### config.mk
export PLATFORM = sky130hd
export DESIGN_NAME = alu_mul_seq
export DESIGN_NICKNAME = d
export VERILOG_FILES = /design/src/rtl/alu_mul_seq_pkg.sv /design/src/rtl/alu_mul_seq.sv
export SDC_FILE = /design/constraint.sdc
export NUM_CORES = 1
export LEC_CHECK = 0
export ABC_AREA = 1
export CAP_MARGIN = 20
export CORE_MARGIN = 3
export CORE_UTILIZATION = 47
export DETAILED_ROUTE_END_ITERATION = 10
export PLACE_DENSITY = 0.85
export SLEW_MARGIN = 20
export SYNTH_ARGS = -nofsm -noshare
export SYNTH_HDL_FRONTEND = slang
export SYNTH_SLANG_ARGS = --single-unit
### constraint.sdc
create_clock -name clk_i -period 5.15 [get_ports clk_i]
set_input_delay 1.03 -clock clk_i [delete_from_list [all_inputs] [get_ports clk_i]]
set_output_delay 1.03 -clock clk_i [all_outputs]
set_load 0.01 [all_outputs]
### src/rtl/alu_mul_seq_pkg.sv
// Shared definitions for the sequential shift-add multiplier: external ALU
// control codes and FSM state encodings.
package alu_mul_seq_pkg;

  localparam int MUL_WIDTH = 32;

  typedef enum logic [2:0] {
    ALU_AND = 3'b000,
    ALU_OR  = 3'b001,
    ALU_ADD = 3'b010,
    ALU_MUL = 3'b011,
    ALU_SUB = 3'b110
  } alu_ctrl_e;

  typedef enum logic [1:0] {
    IDLE = 2'd0,
    RUN  = 2'd1,
    DONE = 2'd2
  } mul_state_e;

endpackage

### src/rtl/alu_mul_seq.sv
// Sequential shift-add multiplier borrowing the external ALU adder, one bit per cycle.
// Optional macro ALU_MUL_SEQ_EARLY_EXIT_EN ends RUN once the remaining multiplier is zero.
module alu_mul_seq
  import alu_mul_seq_pkg::*;
#(
  parameter int WIDTH = MUL_WIDTH
) (
  input  logic             clk_i,
  input  logic             rst_i,
  input  logic             start_i,
  input  logic [WIDTH-1:0] a_i,
  input  logic [WIDTH-1:0] b_i,
  output logic             busy_o,
  output logic             done_o,
  output logic [WIDTH-1:0] product_o,
  output logic [WIDTH-1:0] alu_data1_o,
  output logic [WIDTH-1:0] alu_data2_o,
  output logic [2:0]       alu_ctrl_o,
  input  logic [WIDTH-1:0] alu_result_i
);

  localparam int CW = $clog2(WIDTH);

  mul_state_e       r_state;
  mul_state_e       w_state_next;
  logic [WIDTH-1:0] r_acc;
  logic [WIDTH-1:0] r_mcand;
  logic [WIDTH-1:0] r_mplier;
  logic [WIDTH-1:0] r_product;
  logic [CW-1:0]    r_count;

  logic             w_start_accept;
  logic             w_last_cycle;
  logic [WIDTH-1:0] w_acc_next;
  logic [WIDTH-1:0] w_mplier_shift;

  assign w_start_accept = (r_state == IDLE) && start_i;
  assign w_mplier_shift = r_mplier >> 1;
  // The ALU sums acc + mcand; a zero multiplier bit simply keeps acc.
  assign w_acc_next     = r_mplier[0] ? alu_result_i : r_acc;

`ifdef ALU_MUL_SEQ_EARLY_EXIT_EN
  assign w_last_cycle = (w_mplier_shift == '0) || (r_count == CW'(WIDTH - 1));
`else
  assign w_last_cycle = (r_count == CW'(WIDTH - 1));
`endif

  // NOTE: sequential state uses non-blocking assignments so every register
  // samples the pre-edge values, regardless of statement order.
  always_ff @(posedge clk_i or posedge rst_i) begin
    if (rst_i) begin
      r_state <= IDLE;
    end else begin
      r_state <= w_state_next;
    end
  end

  // NOTE: every signal driven from always_comb gets a default first,
  // otherwise an unassigned path infers a latch.
  always_comb begin
    w_state_next = r_state;
    unique case (r_state)
      IDLE:    if (start_i) w_state_next = RUN;
      RUN:     if (w_last_cycle) w_state_next = DONE;
      DONE:    w_state_next = IDLE;
      default: w_state_next = IDLE;
    endcase
  end

  always_comb begin
    busy_o      = 1'b0;
    done_o      = 1'b0;
    alu_ctrl_o  = ALU_AND;
    alu_data1_o = '0;
    alu_data2_o = '0;
    unique case (r_state)
      RUN: begin
        busy_o      = 1'b1;
        alu_ctrl_o  = ALU_ADD;
        alu_data1_o = r_acc;
        alu_data2_o = r_mcand;
      end
      DONE: begin
        busy_o = 1'b1;
        done_o = 1'b1;
      end
      default: ;
    endcase
  end

  // Start requests outside IDLE fall through untouched, so operands stay stable.
  always_ff @(posedge clk_i or posedge rst_i) begin
    if (rst_i) begin
      r_acc     <= '0;
      r_mcand   <= '0;
      r_mplier  <= '0;
      r_count   <= '0;
      r_product <= '0;
    end else if (w_start_accept) begin
      r_acc    <= '0;
      r_mcand  <= a_i;
      r_mplier <= b_i;
      r_count  <= '0;
    end else if (r_state == RUN) begin
      r_acc    <= w_acc_next;
      r_mcand  <= r_mcand << 1;
      r_mplier <= w_mplier_shift;
      r_count  <= r_count + CW'(1);
      if (w_last_cycle) begin
        r_product <= w_acc_next;
      end
    end
  end

  assign product_o = r_product;

endmodule

==> results of run 1 <==
## through the flow
step	setup WS, ns	cells
final	1.61	1233
after global placement	1.80	1199
after detailed placement	1.72	1199
after floorplan	0.509	875
after CTS	1.27	1231
after global routing	1.45	1233
## placed cells by master, fill, tap and decap left out, types with 4 or more instances in the layout
master           synthesis  final
o21ai_1                  7      7
nand2_1                401    401
buf_4                    4      4
ha_1                     7      6
o21ai_0                 91     91
clkdlybuf4s50_1          0    197
nand3_1                 63     63
clkbuf_16                0     17
nor2_1                   6      6
dfrtp_1                135    134
clkbuf_8                 0      5
clkinv_2                 0      4
inv_1                  102    100
## logic make-up (layout without fill, tap and decap cells)
family,count (synthesis),count (layout),synth area share [%]
other,1,2,0.0572
flip-flops,135,135,51.5
buffers and inverters,158,340,10.8
adder cells (fa/ha/maj),7,7,1.34
AND/OR/NAND/NOR,474,474,28.7
AO/OA/AOI/OAI,99,99,7.56
## tightest hold or removal path, delay by kind of cell (launching register included)
| family | cells | cell delay [ns] |
|---|---|---|
| DFF | 1 | 0.34 |
| and+or+nand+nor | 2 | 0.10 |
## final cells by class
class                           instances  area share, %
Inverter                              105           4.38
Multi-Input combinational cell        582           27.1
Tap cell                              176           2.40
Sequential cell                       135           36.9
Clock buffer                           24           5.48
Clock inverter                          8           1.28
Timing Repair Buffer                  203           22.4
## sequential cells by signal (all words and copies together) (netlist names)
| register | flops |
|---|---|
| r_state | 2 |
| product_o | 32 |
| r_mplier | 32 |
| r_acc | 32 |
| r_mcand | 32 |
| r_count | 5 |
## power breakdown
| part | total, mW | switching [mW] | internal, mW |
|---|---|---|---|
| combinational | 1.95 | 1.15 | 0.797 |
| sequential | 1.73 | 0.277 | 1.46 |
| clock | 1.26 | 0.437 | 0.823 |
## per-layer routing
metal	wire [um]	GRT usage, %
met1	7260	29.4
met2	8390	36.0
met3	976	4.36
met4	316	7.87
met5	0	0
## worst min path at each step
stage	endpoint	slack (ns)	cells after the start
5_1_grt	r_mcand[17]$_DFFE_PP0P_	0.49	2
3_3_place_gp	r_mplier[31]$_DFFE_PP0P_	0.46	2
3_5_place_dp	product_o[17]$_DFFE_PP0P_	0.46	2
6_report	product_o[21]$_DFFE_PP0P_	0.48	2
4_1_cts	product_o[17]$_DFFE_PP0P_	0.48	2
2_1_floorplan	r_mcand[0]$_DFFE_PP0P_	0.44	2
==> impl_metrics.env, run 1 <==
export IMPL_ir_drop_mv=0.314
export IMPL_cts_max_level=4
export IMPL_crit_end="alu_data2_o[30]"
export IMPL_grt_pass1_wl_mm=26.9
export IMPL_placedInstanceArea_um2=8490
export IMPL_status="completed"
export IMPL_worst_ep_required_time_ns=4.12
export IMPL_synth_seq_cells=135
export IMPL_postRouteAntennaNets=0
export IMPL_drv_cap=0
export IMPL_seq_area_frac_synth_pct=51.5
export IMPL_postCtsHoldBufs=0
export IMPL_nets=1150
export IMPL_multiInputGateArea_um2=2490
export IMPL_die_area_um2=15400
export IMPL_worst_r2r_setup_slack_ns=2.28
export IMPL_cp_num_buf_inv=4
export IMPL_power_total_mw=4.94
export IMPL_drt_first_pass_iters=5
export IMPL_synthArstFlopShare_pct=100
export IMPL_cts_setup_buffers=0
export IMPL_synthesis_area_um2=6560
export IMPL_gp_congestion=0.817
export IMPL_cp_slowest_stage_delay_ns=0.53
export IMPL_n_fill_cell=1110
export IMPL_cts_made_buffers=17
export IMPL_layout_drive_gt1_share_pct=4.26
export IMPL_yosysMostFrequentCell="nand2_1"
export IMPL_min_path_type="reg2reg"
export IMPL_cp_startpoint="r_state[1]$_DFFE_PP0P_"
export IMPL_die_w_um=124
export IMPL_crit_reg2reg_launch="r_count[0]$_DFFE_PP0P_"
export IMPL_power_leakage_nw=4.68
export IMPL_p_per_area_nw_per_um2=539
export IMPL_area_growth_pct=39.8
export IMPL_synth_distinct_cells=21
export IMPL_clk_path_buf_depth=2
export IMPL_synth_top_area_share_pct=51.5
export IMPL_slew_headroom_pct=33.0
export IMPL_clk_pin_slew_worst_paths_ns=0.06
export IMPL_setup_viol=0
export IMPL_worst_setup_path_end_kind="output port"
export IMPL_pin_count=200
export IMPL_grt_start_max_net_pins=102
export IMPL_antenna_cells=0
export IMPL_yosysTopAreaCell="dfrtp_1"
export IMPL_route_detailed_drc=0
export IMPL_via_per_inst=4.86
export IMPL_grt_ovfl_total=0
export IMPL_cts_tree="done"
export IMPL_avgSynthCellArea_um2=7.50
export IMPL_setup_tns_ns=0
export IMPL_hold_viol_final=0
export IMPL_cp_max_fo=68
export IMPL_numPortBuffers=197
export IMPL_grt_use_total_pct=22.1
export IMPL_first_iter_violations=529
export IMPL_cts_repair_resized=0
export IMPL_wl_mm=16.9
export IMPL_critPathArrivalTime_ns=2.51
export IMPL_cts_root_buf="clkbuf_16"
export IMPL_reg2reg_to="product_o[6]$_DFFE_PP0P_"
export IMPL_core_area_um2=13500
export IMPL_fin_util_pct=68.1
export IMPL_worst_path_stages=6
export IMPL_whs_ns=0.477
export IMPL_vias=5993
export IMPL_slowest_stage="clkdlybuf4s50_1"
export IMPL_finalMaxSlewViolations=0
export IMPL_final_cell_area_um2=9160
export IMPL_num_rows=42
export IMPL_period_needed_ns=3.54
export IMPL_synth_edf_count=0
export IMPL_ys_warn_count=0
export IMPL_worst_skew_pair_late_latency_ns=0.41
export IMPL_start_util_pct=48.7
export IMPL_tightest_slew_ns=0.999
export IMPL_syn_inst=874
export IMPL_antenna_found_initial=0
export IMPL_start_kind="flip-flop"
export IMPL_hpwl_mm=10.9
export IMPL_wl_per_cell_um=13.7
export IMPL_fmax_ghz=0.282
export IMPL_timing_final_crit_share_pct=68.8
export IMPL_die_h_um=124
export IMPL_grt_pass1_vias=5595
export IMPL_reg2reg_depth=8
export IMPL_rsz0062_at_grt="false"
export IMPL_crit_family="buffers and inverters"
export IMPL_synthTopCellsByArea="dfrtp_1, nand2_1, o21ai_0, inv_1, nand3_1"
export IMPL_critical_path_class="reg2out"
export IMPL_seqCellArea_um2=3380
export IMPL_synthTopCellsByCount="nand2_1, dfrtp_1, inv_1"
export IMPL_holdCritStartpoint="product_o[21]$_DFFE_PP0P_"
export IMPL_cp_cell_sequence="inv_1, ha_4, buf_16, nand2_1, inv_1, clkdlybuf4s50_1"
export IMPL_finClkSkew_ns=0.00848
export IMPL_ys_flop_type="dfrtp_1"
export IMPL_crit_path_frequent_cell="inv_1"
export IMPL_cts_num_sinks=135
Power figures use the tool's default switching activity.
==> run 2: changes to the inputs <==
==> constraint.sdc (replaced) <==
create_clock -name clk_i -period 3.3 [get_ports clk_i]
set_input_delay 0.66 -clock clk_i [delete_from_list [all_inputs] [get_ports clk_i]]
set_output_delay 0.66 -clock clk_i [all_outputs]
set_load 0.01 [all_outputs]
==> impl_metrics.env, run 2 (synthesized netlist as in run 1, its figures left out) <==
export IMPL_cts_repair_resized=0
export IMPL_critPathArrivalTime_ns=2.31
export IMPL_wl_per_cell_um=13.6
export IMPL_die_w_um=124
export IMPL_tightest_slew_ns=1.05
export IMPL_setup_tns_ns=0
export IMPL_first_iter_violations=460
export IMPL_crit_family="buffers and inverters"
export IMPL_period_needed_ns=2.97
export IMPL_slowest_stage="clkdlybuf4s50_1"
export IMPL_cts_tree="done"
export IMPL_die_area_um2=15400
export IMPL_finalMaxSlewViolations=0
export IMPL_drt_first_pass_iters=5
export IMPL_wl_mm=16.7
export IMPL_p_int_mw=4.65
export IMPL_route_detailed_drc=0
export IMPL_worst_ep_required_time_ns=2.64
export IMPL_seqCellArea_um2=3380
export IMPL_grt_start_max_net_pins=136
export IMPL_grt_use_total_pct=22.0
export IMPL_layout_drive_gt1_share_pct=4.07
export IMPL_p_per_area_nw_per_um2=825
export IMPL_n_fill_cell=1133
export IMPL_ir_drop_mv=0.449
export IMPL_cts_num_sinks=135
export IMPL_clock_power_share_pct=23.8
export IMPL_p_switching_mw=2.86
export IMPL_cp_slowest_stage_delay_ns=0.56
export IMPL_num_rows=42
export IMPL_start_util_pct=48.7
export IMPL_min_path_type="reg2reg"
export IMPL_numPortBuffers=197
export IMPL_core_area_um2=13500
export IMPL_antenna_cells=0
export IMPL_antenna_found_initial=0
export IMPL_comb_power_share_pct=40.2
export IMPL_vias=6029
export IMPL_grt_pass1_vias=5649
export IMPL_crit_path_frequent_cell="inv_1"
export IMPL_clk_path_buf_depth=2
export IMPL_power_leakage_nw=4.65
export IMPL_cts_made_buffers=17
export IMPL_start_kind="flip-flop"
export IMPL_hpwl_mm=11.1
export IMPL_clk_pin_slew_worst_paths_ns=0.05
export IMPL_placedInstanceArea_um2=8540
export IMPL_power_frac_seq_pct=36.0
export IMPL_cp_cell_sequence="inv_1, ha_4, buf_4, nand2_1, inv_1, clkdlybuf4s50_1"
export IMPL_cts_root_buf="clkbuf_16"
export IMPL_swShare_pct=38.0
export IMPL_timing_final_crit_share_pct=89.9
export IMPL_postRouteAntennaNets=0
export IMPL_grt_pass1_wl_mm=26.9
export IMPL_critical_path_class="reg2out"
export IMPL_setup_viol=0
export IMPL_rsz0062_at_grt="false"
export IMPL_cts_max_level=4
export IMPL_multiInputGateArea_um2=2490
export IMPL_pin_count=200
export IMPL_via_per_inst=4.89
export IMPL_cp_num_buf_inv=4
export IMPL_cts_setup_buffers=0
export IMPL_status="completed"
export IMPL_drv_cap=0
export IMPL_postCtsHoldBufs=0
export IMPL_die_h_um=124
export IMPL_cp_max_fo=25
export IMPL_fin_util_pct=67.7
export IMPL_final_cell_area_um2=9110
export IMPL_fmax_ghz=0.337
export IMPL_grt_ovfl_total=0
export IMPL_nets=1152
export IMPL_gp_congestion=0.804
export IMPL_worst_skew_pair_late_latency_ns=0.41
export IMPL_finClkSkew_ns=0.00804
export IMPL_slew_headroom_pct=29.4
export IMPL_hold_viol_final=0
export IMPL_mostFrequentLayoutCell="nand2_1"
export IMPL_worst_setup_path_end_kind="output port"
export IMPL_final_cell_mix="nand2_1, clkdlybuf4s50_1, dfrtp_1, inv_1, o21ai_0"
export IMPL_area_growth_pct=38.9
run 2: power by group through the flow:
stage               Clock (mW)  Combinational [mW]  Sequential [mW]
CTS                       1.83                3.05             2.70
detailed placement           0                3.04             2.71
finish                    1.79                3.02             2.70
global placement             0                2.93             2.70
global route              1.89                3.45             2.79
floorplan                    0                2.18             2.53
run 2: per-stage QoR:
step	std cells	worst slack, ns	hold WS [ns]	power (mW)
2_1_floorplan	875	0.961	0.442	4.71
3_3_place_gp	1203	0.496	0.457	5.63
3_5_place_dp	1203	0.386	0.460	5.75
4_1_cts	1233	0.293	0.474	7.58
5_1_grt	1233	0.183	0.493	8.13
6_report	1233	0.333	0.472	7.51
run 2: worst reg2reg max path: stages, from the launching register on:
cell	delay [ns]
dfrtp_1	0.39
inv_1	0.16
ha_1	0.24
nand2_4	0.20
nand2_4	0.36
clkinv_2	0.79
nand2_1	0.29
nand3_1	0.11
run 2: area by class of cell:
type,count,share of cell area [%]
Sequential cell,135,37.1
Multi-Input combinational cell,582,27.3
Timing Repair Buffer,205,22.6
Clock buffer,27,5.74
Inverter,105,4.41
Tap cell,176,2.42
Clock inverter,3,0.440
run 2: metal layers:
| metal | track usage (%) | part of all wire, % | up-vias |
|---|---|---|---|
| met5 | 0 | 0 | - |
| met1 | 29.9 | 44 | 2810 |
| met3 | 4.13 | 5.1 | 28 |
| met2 | 35.3 | 48 | 183 |
| met4 | 8.35 | 2.4 | 0 |
| li1 | - | - | 3008 |
run 2: final timing paths:
check,end,slack (ns),cells past startpoint,startpoint
worst max-delay path,alu_data2_o[4],0.33,6,r_state[1]$_DFFE_PP0P_
max in group asynchronous,r_mplier[0]$_DFFE_PP0P_,1.90,3,rst_i
worst max register to register,r_mplier[10]$_DFFE_PP0P_,0.62,7,r_state[1]$_DFFE_PP0P_
worst min register to register,r_mcand[0]$_DFFE_PP0P_,0.47,2,r_mcand[0]$_DFFE_PP0P_
worst min-delay path,r_mcand[0]$_DFFE_PP0P_,0.47,2,r_mcand[0]$_DFFE_PP0P_
min in group asynchronous,r_acc[24]$_DFFE_PP0P_,0.84,3,rst_i
==> run 3: changes to the inputs <==
==> constraint.sdc (replaced) <==
create_clock -name clk_i -period 2.9 [get_ports clk_i]
set_input_delay 0.58 -clock clk_i [delete_from_list [all_inputs] [get_ports clk_i]]
set_output_delay 0.58 -clock clk_i [all_outputs]
set_load 0.01 [all_outputs]
==> impl_metrics.env, run 3 (synthesized netlist as in run 1, its figures left out) <==
export IMPL_status="completed"
export IMPL_numPortBuffers=197
export IMPL_critical_path_class="reg2out"
export IMPL_wl_mm=17.0
export IMPL_pin_count=200
export IMPL_power_leakage_nw=4.70
export IMPL_finalMaxSlewViolations=0
export IMPL_route_detailed_drc=0
export IMPL_swShare_pct=38.0
export IMPL_cts_num_sinks=135
export IMPL_hold_viol_final=0
export IMPL_cp_slowest_stage_delay_ns=0.53
export IMPL_power_frac_seq_pct=35.6
export IMPL_first_iter_violations=373
export IMPL_fin_util_pct=68.5
export IMPL_cp_max_fo=29
export IMPL_critPathArrivalTime_ns=2.14
export IMPL_cts_made_buffers=17
export IMPL_cts_tree="done"
export IMPL_grt_start_max_net_pins=66
export IMPL_drv_cap=0
export IMPL_worst_skew_pair_late_latency_ns=0.40
export IMPL_worst_r2r_setup_slack_ns=0.78
export IMPL_clk_path_buf_depth=2
export IMPL_die_h_um=124
export IMPL_min_path_type="in2async"
export IMPL_finClkSkew_ns=0.00778
export IMPL_fin_cells=1240
export IMPL_wl_per_cell_um=13.7
export IMPL_crit_path_frequent_cell="inv_1"
export IMPL_grt_ovfl_total=0
export IMPL_worst_setup_path_end_kind="output port"
export IMPL_core_area_um2=13500
export IMPL_nets=1159
export IMPL_dpl_worst_slack_ns=0.523
export IMPL_timing_final_crit_share_pct=94.0
export IMPL_cp_cell_sequence="inv_1, ha_4, buf_12, nand2_1, inv_1, clkdlybuf4s50_1"
export IMPL_cts_max_level=4
export IMPL_start_kind="flip-flop"
export IMPL_p_switching_mw=3.31
export IMPL_setup_viol=0
export IMPL_drt_first_pass_iters=5
export IMPL_area_growth_pct=40.6
export IMPL_slowest_stage="clkdlybuf4s50_1"
export IMPL_slew_headroom_pct=34.7
export IMPL_via_per_inst=4.90
export IMPL_worst_ep_required_time_ns=2.32
export IMPL_power_total_mw=8.73
export IMPL_layout_drive_gt1_share_pct=4.89
export IMPL_ir_drop_mv=0.441
export IMPL_multiInputGateArea_um2=2490
export IMPL_postRouteAntennaNets=0
export IMPL_gp_congestion=0.812
export IMPL_cp_num_buf_inv=4
export IMPL_setup_tns_ns=0
export IMPL_p_int_mw=5.41
export IMPL_tightest_slew_ns=0.980
export IMPL_die_area_um2=15400
export IMPL_hpwl_mm=11.4
export IMPL_crit_family="buffers and inverters"
export IMPL_die_w_um=124
export IMPL_rsz0062_at_grt="false"
export IMPL_seqCellArea_um2=3380
export IMPL_start_util_pct=48.7
export IMPL_mostFrequentLayoutCell="nand2_1"
export IMPL_antenna_cells=0
export IMPL_clk_pin_slew_worst_paths_ns=0.05
export IMPL_vias=6079
export IMPL_period_needed_ns=2.72
export IMPL_num_rows=42
export IMPL_clock_power_share_pct=24.1
export IMPL_fmax_ghz=0.367
export IMPL_cts_root_buf="clkbuf_16"
export IMPL_layout_setup_ws_ns=0.175
export IMPL_reg2reg_to="product_o[10]$_DFFE_PP0P_"
export IMPL_grt_pass1_wl_mm=27.5
export IMPL_n_fill_cell=1126
export IMPL_crit_reg2reg_launch="r_count[0]$_DFFE_PP0P_"
export IMPL_p_per_area_nw_per_um2=947
export IMPL_grt_use_total_pct=22.6
export IMPL_reg2reg_depth=8
export IMPL_grt_pass1_vias=5754
export IMPL_comb_power_share_pct=40.3
export IMPL_antenna_found_initial=0
export IMPL_final_cell_mix="nand2_1, clkdlybuf4s50_1, dfrtp_1, inv_1, o21ai_0"
export IMPL_placed_cells=1208
## run 3: cell count changes in the layout (fill, tap and decap cells not counted)
cell / previous run / this run
inv_2: 1 / 2
clkbuf_1: 4 / 2
bufinv_16: 1 / 3
buf_12: 2 / 4
clkinvlp_4: 1 / 3
buf_16: 0 / 1
buf_4: 6 / 10
clkbuf_8: 6 / 1
clkinv_2: 3 / 5
## run 3: power by group through the flow
stage	Combinational [mW]	Sequential, mW	Clock (mW)
3_3_place_gp	3.42	3.10	0
3_5_place_dp	3.52	3.11	0
4_1_cts	3.54	3.10	2.15
2_1_floorplan	2.48	2.88	0
5_1_grt	4.01	3.20	2.23
6_report	3.52	3.10	2.10
## run 3: worst max-delay path by stage
stage,start,endpoint,slack (ns),cells after the start
floorplan,rst_i,product_o[0]$_DFFE_PP0P_,0.64,1
global placement,r_state[1]$_DFFE_PP0P_,alu_data2_o[30],0.56,6
detailed placement,r_state[1]$_DFFE_PP0P_,alu_data2_o[4],0.52,6
CTS,r_state[1]$_DFFE_PP0P_,alu_data2_o[4],0.08,6
global route,r_state[1]$_DFFE_PP0P_,alu_data2_o[4],0.03,6
finish,r_state[1]$_DFFE_PP0P_,alu_data2_o[4],0.18,6
## run 3: cell type report
class,instances,area share [%]
Clock inverter,10,1.41
Multi-Input combinational cell,582,27.0
Inverter,105,4.34
Timing Repair Buffer,212,23.4
Sequential cell,135,36.7
Clock buffer,20,4.85
Tap cell,176,2.39
## run 3: layer usage
metal  up-vias  share of wire, %  routed length [um]  track usage, %
met2       194                49                8390            36.9
met3        27               5.3                 902            4.81
met4         0               1.8                 299            7.87
li1       3018                 -                   -               -
met5         -                 0                   0               0
met1      2840                44                7410            30.0
## run 3: timing repair
action,4_1_cts,5_1_grt
hold buffers,0,0
resized for setup,0,0
endpoints found under the setup margin,0,20
setup buffers,0,1
## run 3: per-stage QoR
stage	cell area, um2	hold slack (ns)
floorplan	6560	0.442
global placement	8610	0.457
detailed placement	8610	0.463
CTS	9180	0.472
global route	9220	0.494
finish	9220	0.478
